==> src/rtl/instr_fetch_unit.sv <==
// Instruction fetch unit: fetches words from imem over req/ack, buffers them in a small FIFO
// for decode, and restarts fetch on branch/jump redirects from execute.
module instr_fetch_unit #(
    parameter int unsigned     XLEN       = 32,
    parameter logic [XLEN-1:0] RESET_PC   = '0,
    parameter int unsigned     FIFO_DEPTH = 2
) (
    input  logic            clk,
    input  logic            reset,
    output logic            imem_req,
    output logic [XLEN-1:0] imem_addr,
    input  logic            imem_ack,
    input  logic [31:0]     imem_rdata,
    input  logic            redirect,
    input  logic [XLEN-1:0] redirect_pc,
    output logic            inst_valid,
    input  logic            inst_ready,
    output logic [31:0]     inst,
    output logic [XLEN-1:0] inst_pc,
    output logic [6:0]      opcode
);
    localparam int unsigned PW      = (FIFO_DEPTH > 1) ? $clog2(FIFO_DEPTH) : 1;
    localparam int unsigned CW      = PW + 1;
    localparam logic [31:0] NOP     = 32'h0000_0013;
    localparam logic [CW-1:0] DEPTH_C = CW'(FIFO_DEPTH);

    typedef enum logic [1:0] {S_IDLE, S_REQ, S_KILL} state_t;

    state_t          state, state_next;
    logic [XLEN-1:0] pc, pc_next, kill_addr;
    logic [31:0]     data_mem [FIFO_DEPTH];
    logic [XLEN-1:0] pc_mem   [FIFO_DEPTH];
    logic [PW-1:0]   wr_ptr, rd_ptr;
    logic [CW-1:0]   count, count_after_push;
    logic            push, pop;
    logic [XLEN-1:0] redirect_aligned;

    assign redirect_aligned = redirect_pc & ~XLEN'(3);
    assign inst_valid       = (count != '0);
    assign pop              = inst_valid && inst_ready && !redirect;
    assign count_after_push = count + CW'(1) - CW'(pop);

    assign inst      = inst_valid ? data_mem[rd_ptr] : NOP;
    assign inst_pc   = inst_valid ? pc_mem[rd_ptr] : RESET_PC;
    assign opcode    = inst[6:0];
    assign imem_req  = (state != S_IDLE);
    // A killed request keeps presenting the address it was issued with until imem acks.
    assign imem_addr = (state == S_KILL) ? kill_addr : pc;

    always_comb begin
        state_next = state;
        pc_next    = pc;
        push       = 1'b0;
        case (state)
            S_IDLE: begin
                if (redirect) begin
                    pc_next    = redirect_aligned;
                    state_next = S_REQ;
                end else if (count < DEPTH_C) begin
                    state_next = S_REQ;
                end
            end
            S_REQ: begin
                if (redirect) begin
                    pc_next    = redirect_aligned;
                    state_next = imem_ack ? S_IDLE : S_KILL;
                end else if (imem_ack) begin
                    push       = 1'b1;
                    pc_next    = pc + XLEN'(4);
                    state_next = (count_after_push < DEPTH_C) ? S_REQ : S_IDLE;
                end
            end
            S_KILL: begin
                if (redirect) begin
                    pc_next = redirect_aligned;
                end
                if (imem_ack) begin
                    state_next = S_IDLE;
                end
            end
            default: state_next = S_IDLE;
        endcase
    end

    always_ff @(posedge clk or posedge reset) begin
        if (reset) begin
            state     <= S_IDLE;
            pc        <= RESET_PC;
            kill_addr <= RESET_PC;
            wr_ptr    <= '0;
            rd_ptr    <= '0;
            count     <= '0;
        end else begin
            state <= state_next;
            pc    <= pc_next;
            if (state == S_REQ && redirect && !imem_ack) begin
                kill_addr <= pc;
            end
            // Redirect wins over any push or pop in the same cycle.
            if (redirect) begin
                wr_ptr <= '0;
                rd_ptr <= '0;
                count  <= '0;
            end else begin
                if (push) begin
                    wr_ptr <= wr_ptr + PW'(1);
                end
                if (pop) begin
                    rd_ptr <= rd_ptr + PW'(1);
                end
                count <= count + CW'(push) - CW'(pop);
            end
        end
    end

    always_ff @(posedge clk) begin
        if (push) begin
            data_mem[wr_ptr] <= imem_rdata;
            pc_mem[wr_ptr]   <= pc;
        end
    end
endmodule

==> config.mk <==
export PLATFORM = sky130hd
export DESIGN_NAME = instr_fetch_unit
export DESIGN_NICKNAME = d
export VERILOG_FILES = /design/src/rtl/instr_fetch_unit.sv
export SDC_FILE = /design/constraint.sdc
export NUM_CORES = 1
export LEC_CHECK = 0
export CAP_MARGIN = 25
export CORE_UTILIZATION = 52
export DETAILED_ROUTE_END_ITERATION = 16
export PLACE_DENSITY = 0.81
export SLEW_MARGIN = 20
export SYNTH_ARGS = -nofsm -noshare
export SYNTH_HDL_FRONTEND = slang
export SYNTH_SLANG_ARGS = --single-unit
==> constraint.sdc <==
create_clock -name clk -period 5.6 [get_ports clk]
set_input_delay 0.84 -clock clk [delete_from_list [all_inputs] [get_ports clk]]
set_output_delay 0.84 -clock clk [all_outputs]
set_load 0.02 [all_outputs]
# == Yosys cells after proc, flatten, opt, wreduce, memory -nomap -nowiden ==
# Memory sizes are Yosys's and may differ from the RTL's.
# Index checks and enable logic that the tools add are counted.
# W data, S select, Z words.
# word_totals
regBits,70
ram_bits,128
in_bits,69
word_cells,63
mem_count,2
# memory_table
memory,depth,width,read_ports,rd_ports_with_merged_regs,wr,line,text
data_mem,2,32,1,0,1,31,logic [31:0] data_mem [FIFO_DEPTH];
pc_mem,2,32,1,0,1,32,logic [XLEN-1:0] pc_mem [FIFO_DEPTH];
# classes
add_sub_neg,7
n_lt_le_gt_ge,2
eq_ne,6
n_mux,25
n_reduce_logical,15
# ops
operator,count
$mux W32,6
$pmux W32 S2,1
$add A32 B3 Y32 const B,1
$mux W2,7
$mux W1,10
$reduce_bool A2 Y1,5
$ne A3 B3 Y1 const B,2
$pmux W2 S3,1
$reduce_and A3 Y1,2
$logic_and A1 B1 Y1,4
$lt A2 B2 Y1 const B,2
$sub A2 B1 Y2,2
$add A1 B1 Y1 const B,2
$add A2 B1 Y2,1
$add A2 B1 Y2 const B,1
$eq A2 B1 Y1 const B,1
$eq A2 B2 Y1 const B,1
$logic_not A1 Y1,2
$logic_not A2 Y1,1
$ne A2 B1 Y1 const B,1
$ne A2 B2 Y1 const B,1
$reduce_or A2 Y1,1

# == Depth between registers and ports, before layout ==
# depth
ltp_word,9
depth_mapped,9
mapped_depth_nobuf,9

# == Worst setup path before layout ==
# Ideal clock, no wire load.
# synth_timing
path_kind,input to register
startpoint,input port imem_ack
endpoint,"memory data_mem[0][0], enable pin"
setup_time_ns,0.482
arrival_time_ns,4.075
required_time_ns,5.118
path_slack_ns,1.043
cell_stages,4
path_buffers,0
cell_sequence,nand2_1 -> nor3_1 -> inv_1 -> nor2_1
# synth_via
elab_chain_cells,5
# synth_rtl
item,line,text
"start, declared",12,"input logic imem_ack,"
$mux W1,67,end else if (imem_ack) begin
$mux W1,64,if (redirect) begin
$mux W1,54,case (state)
$mux W1,117,if (push) begin
$mux W1 (implied by the code),118,data_mem[wr_ptr] <= imem_rdata;
"end, declared",31,
# Every way passes these cells.

# == Worst setup path after layout ==
# layout_timing
startpoint,register state[0]
endpoint,output port imem_addr[31]
# layout_via
elab_chain_cells,2
# layout_rtl
item,line,text
"start, declared",29,"state_t state, state_next;"
"start signal, assigned",94,state <= state_next;
$eq A2 B2 Y1,48,assign imem_addr = (state == S_KILL) ? kill_addr : pc;
$mux W32,48,
"end, declared",11,"output logic [XLEN-1:0] imem_addr,"
# Every way passes these cells.

==> impl_metrics.csv <==
group,metric,value,unit
status,status,"complete, no violations",
clocking,cts_buffers,17,
sta,period_needed,3.88,ns
setup_path,arrival,3.04,ns
placement,place_ws,1.62,ns
routing,drc,0,
synthesis,synth_cells,644,
routing,postRouteAntennaNets,0,
routing,wl,18600,um
clocking,cts_tree,"built",
clocking,clk_path_buf_depth,2,
clocking,cts.sink_count,190,
setup_path,cp-start-kind,"flip-flop",
sta,setup_viol,0,
worst_hold_path,holdPathStages,1,
setup_path,worst_ep_required_time,4.76,ns
floorplan,die_w,130,um
finish,post_route_cells_drive_above_1_share,0.157,
global_routing,gr-usage-all-layers,0.227,
clocking,ctsHoldBuffers,0,
synthesis,synth_edf_count,124,
job,maxCapViolCount,0,
floorplan,row_count,46,
sta,tightest_slew,0.964,ns
floorplan,die-area,16900,um^2
placement,gp_congestion,0.876,
placement,hpwl,12200,um
setup_path,r2r_cells,5,
sta,timing.final.ws_setup,1.72,ns
synthesis,synth_top_area_frac,0.437,
setup_path,path_max_fanout,17,
finish,nFillCells,1115,
routing,viasPerCell,5.69,
clocking,clk_pin_slew,0.07,ns
sta,rsz0062_at_grt,"false",
floorplan,io_pins,174,
synthesis,yosysMostFrequentCell,"edfxtp_1",
sta,drv_slew,0,
pwr,leakage,3.81,nW
worst_hold_path,min_to,"kill_addr[24]$_DFFE_PP0P_",
finish,final_util,0.686,
routing,drtIter0Drc,355,
global_routing,grt_max_degree,64,
setup_path,cp-end-kind,"output port",
global_routing,grt_pass1_wl,28800,um
pwr,powerDensity,449,nW/um^2
setup_path,crit_type,"reg2out",
sta,fmax,0.258,GHz
finish,insertedDiodeCount,0,
floorplan,dieHeight,130,um
global_routing,grt_overflow_total,0,
synthesis,synthFlopType,"edfxtp_1",
synthesis,synth_warnings,0,
finish,final_nets,867,
routing,vias,5824,
setup_path,r2r-start,"state[0]$_DFFE_PP0P_",
clocking,cts_resized,0,
pwr,ir_worst_vdd,0.000272,V
sta,fin_tns_setup,0,ns
worst_hold_path,hp-start,"kill_addr[24]$_DFFE_PP0P_",
setup_path,r2r_end,"data_mem[0][21]$_DFFE_PP_",
sta,hold_violations,0,
synthesis,ys_top_cells_by_count,"124 x edfxtp_1, 82 x nor2_1, 66 x dfrtp_1, 63 x mux2i_1, 60 x mux2_2",
worst_hold_path,hold_class,"reg2reg",
global_routing,antenna_found_initial,0,
synthesis,synth_cell_types,58,
clocking,htree_levels,4,
clocking,clock_latency,0.42,ns
placement,io_buffers,167,
sta,finalCritPeriodShare,0.693,
global_routing,grt_pass1_vias,5795,
synthesis,ys_ff_latch,190,
synthesis,ys_async_sr_fraction,0.347,
synthesis,netlist_area,8510,um^2
synthesis,synth.area.top_cells,"edfxtp_1 44%, dfrtp_1 19%, mux2_2 7.9%",
synthesis,yosysTopAreaCell,"edfxtp_1",
sta,finClkSkew,0.00733,ns
routing,firstDrtPassIters,5,
sta,relSlewSlack,0.358,
finish,multi_input_area,2880,um^2
floorplan,fp.coreArea,15900,um^2
floorplan,initial_core_util,0.534,
clocking,cts_setup_buffers,0,
synthesis,ys_seq_area_frac,0.631,
finish,register_area,5380,um^2
clocking,cts-root-buf,"clkbuf_16",
setup_path,r2r_slack,2.69,ns
routing,routedWlPerCell,18.2,um
synthesis,syn-mean-instance-area,13.2,um^2
finish,syn2layout_area_growth,28.4,%
-- metal layers --
| metal | up-vias | wire [um] | track usage |
|---|---|---|---|
| li1 | 2679 | - | - |
| met1 | 2869 | 7630 | 0.284 |
| met2 | 239 | 9380 | 0.382 |
| met3 | 37 | 1160 | 0.0533 |
| met4 | 0 | 453 | 0.0964 |
| met5 | - | 0 | 0 |
-- registers in the layout, indices dropped and copies added (netlist names) --
register,count
count,2
state,2
wr_ptr,1
pc_mem,60
kill_addr,30
pc,30
rd_ptr,1
data_mem,64
-- how the worst max path moves through the flow --
stage          slack [ns]                        end  cells after the start                  from
2_1_floorplan        1.04   data_mem[0][0]$_DFFE_PP_                      4              imem_ack
3_3_place_gp         1.74     pc_mem[1][7]$_DFFE_PP_                      4              redirect
3_5_place_dp         1.62  data_mem[1][23]$_DFFE_PP_                      4              redirect
4_1_cts              1.68              imem_addr[31]                      4  state[0]$_DFFE_PP0P_
5_1_grt              1.57              imem_addr[19]                      4  state[0]$_DFFE_PP0P_
6_report             1.72              imem_addr[31]                      4  state[0]$_DFFE_PP0P_
-- placed cells by master (no fill, tap or decap), drive strengths merged, types with 7 or more instances in the layout --
cell,Yosys,layout
a21oi,24,24
a311oi,8,8
and3,7,7
buf,29,11
clkbuf,20,17
clkdlybuf4s50,0,167
dfrtp,66,66
edfxtp,124,124
inv,7,10
mux2,60,60
mux2i,63,63
nand2,24,24
nand3,15,15
nor2,83,83
nor3,10,10
o21ai,21,21
-- cell families (layout without fill, tap and decap cells) --
| logic type | Yosys count | in the layout | synth area share |
|---|---|---|---|
| muxes | 123 | 123 | 0.153 |
| and+or+nand+nor | 176 | 176 | 0.103 |
| xor gates and xnor gates | 4 | 4 | 0.00412 |
| other | 1 | 4 | 0.000441 |
| adders and majority gates | 3 | 3 | 0.00441 |
| DFF | 190 | 190 | 0.631 |
| buffers and inverters | 56 | 217 | 0.0338 |
| AOI/OAI and AO/OA | 91 | 91 | 0.0689 |
-- report_power, final --
| part | internal (mW) | switching, mW | leakage (nW) |
|---|---|---|---|
| logic | 0.775 | 0.810 | 1.64 |
| clock network | 0.700 | 0.509 | 0.285 |
| registers | 1.81 | 0.296 | 1.89 |
-- worst max-delay path: stages, from the launching register on --
cell and delay (ns):
dfrtp_1 0.49, nand2b_1 0.79, buf_4 0.38, mux2_2 0.36, clkdlybuf4s50_1 0.57
-- through the flow --
stage | instances | instance area [um^2] | hold slack [ns] | power, mW
final | 1024 | 10900 | 0.505 | 4.90
after global routing | 1024 | 10900 | 0.518 | 5.14
after CTS | 1022 | 10900 | 0.507 | 4.92
after detailed placement | 990 | 10300 | 0.492 | 3.71
after global placement | 990 | 10300 | 0.486 | 3.64
after floorplan | 647 | 8520 | 0.443 | 3.04
-- cell type report --
cell class              count  share of cell area
clock inverters            15              0.0153
flip-flops and latches    190               0.492
multi-input cells         401               0.264
well taps                 216              0.0247
repair buffers            178               0.163
clock buffers              17              0.0389
inverters                   7             0.00240
Power figures use the tool's default switching activity.
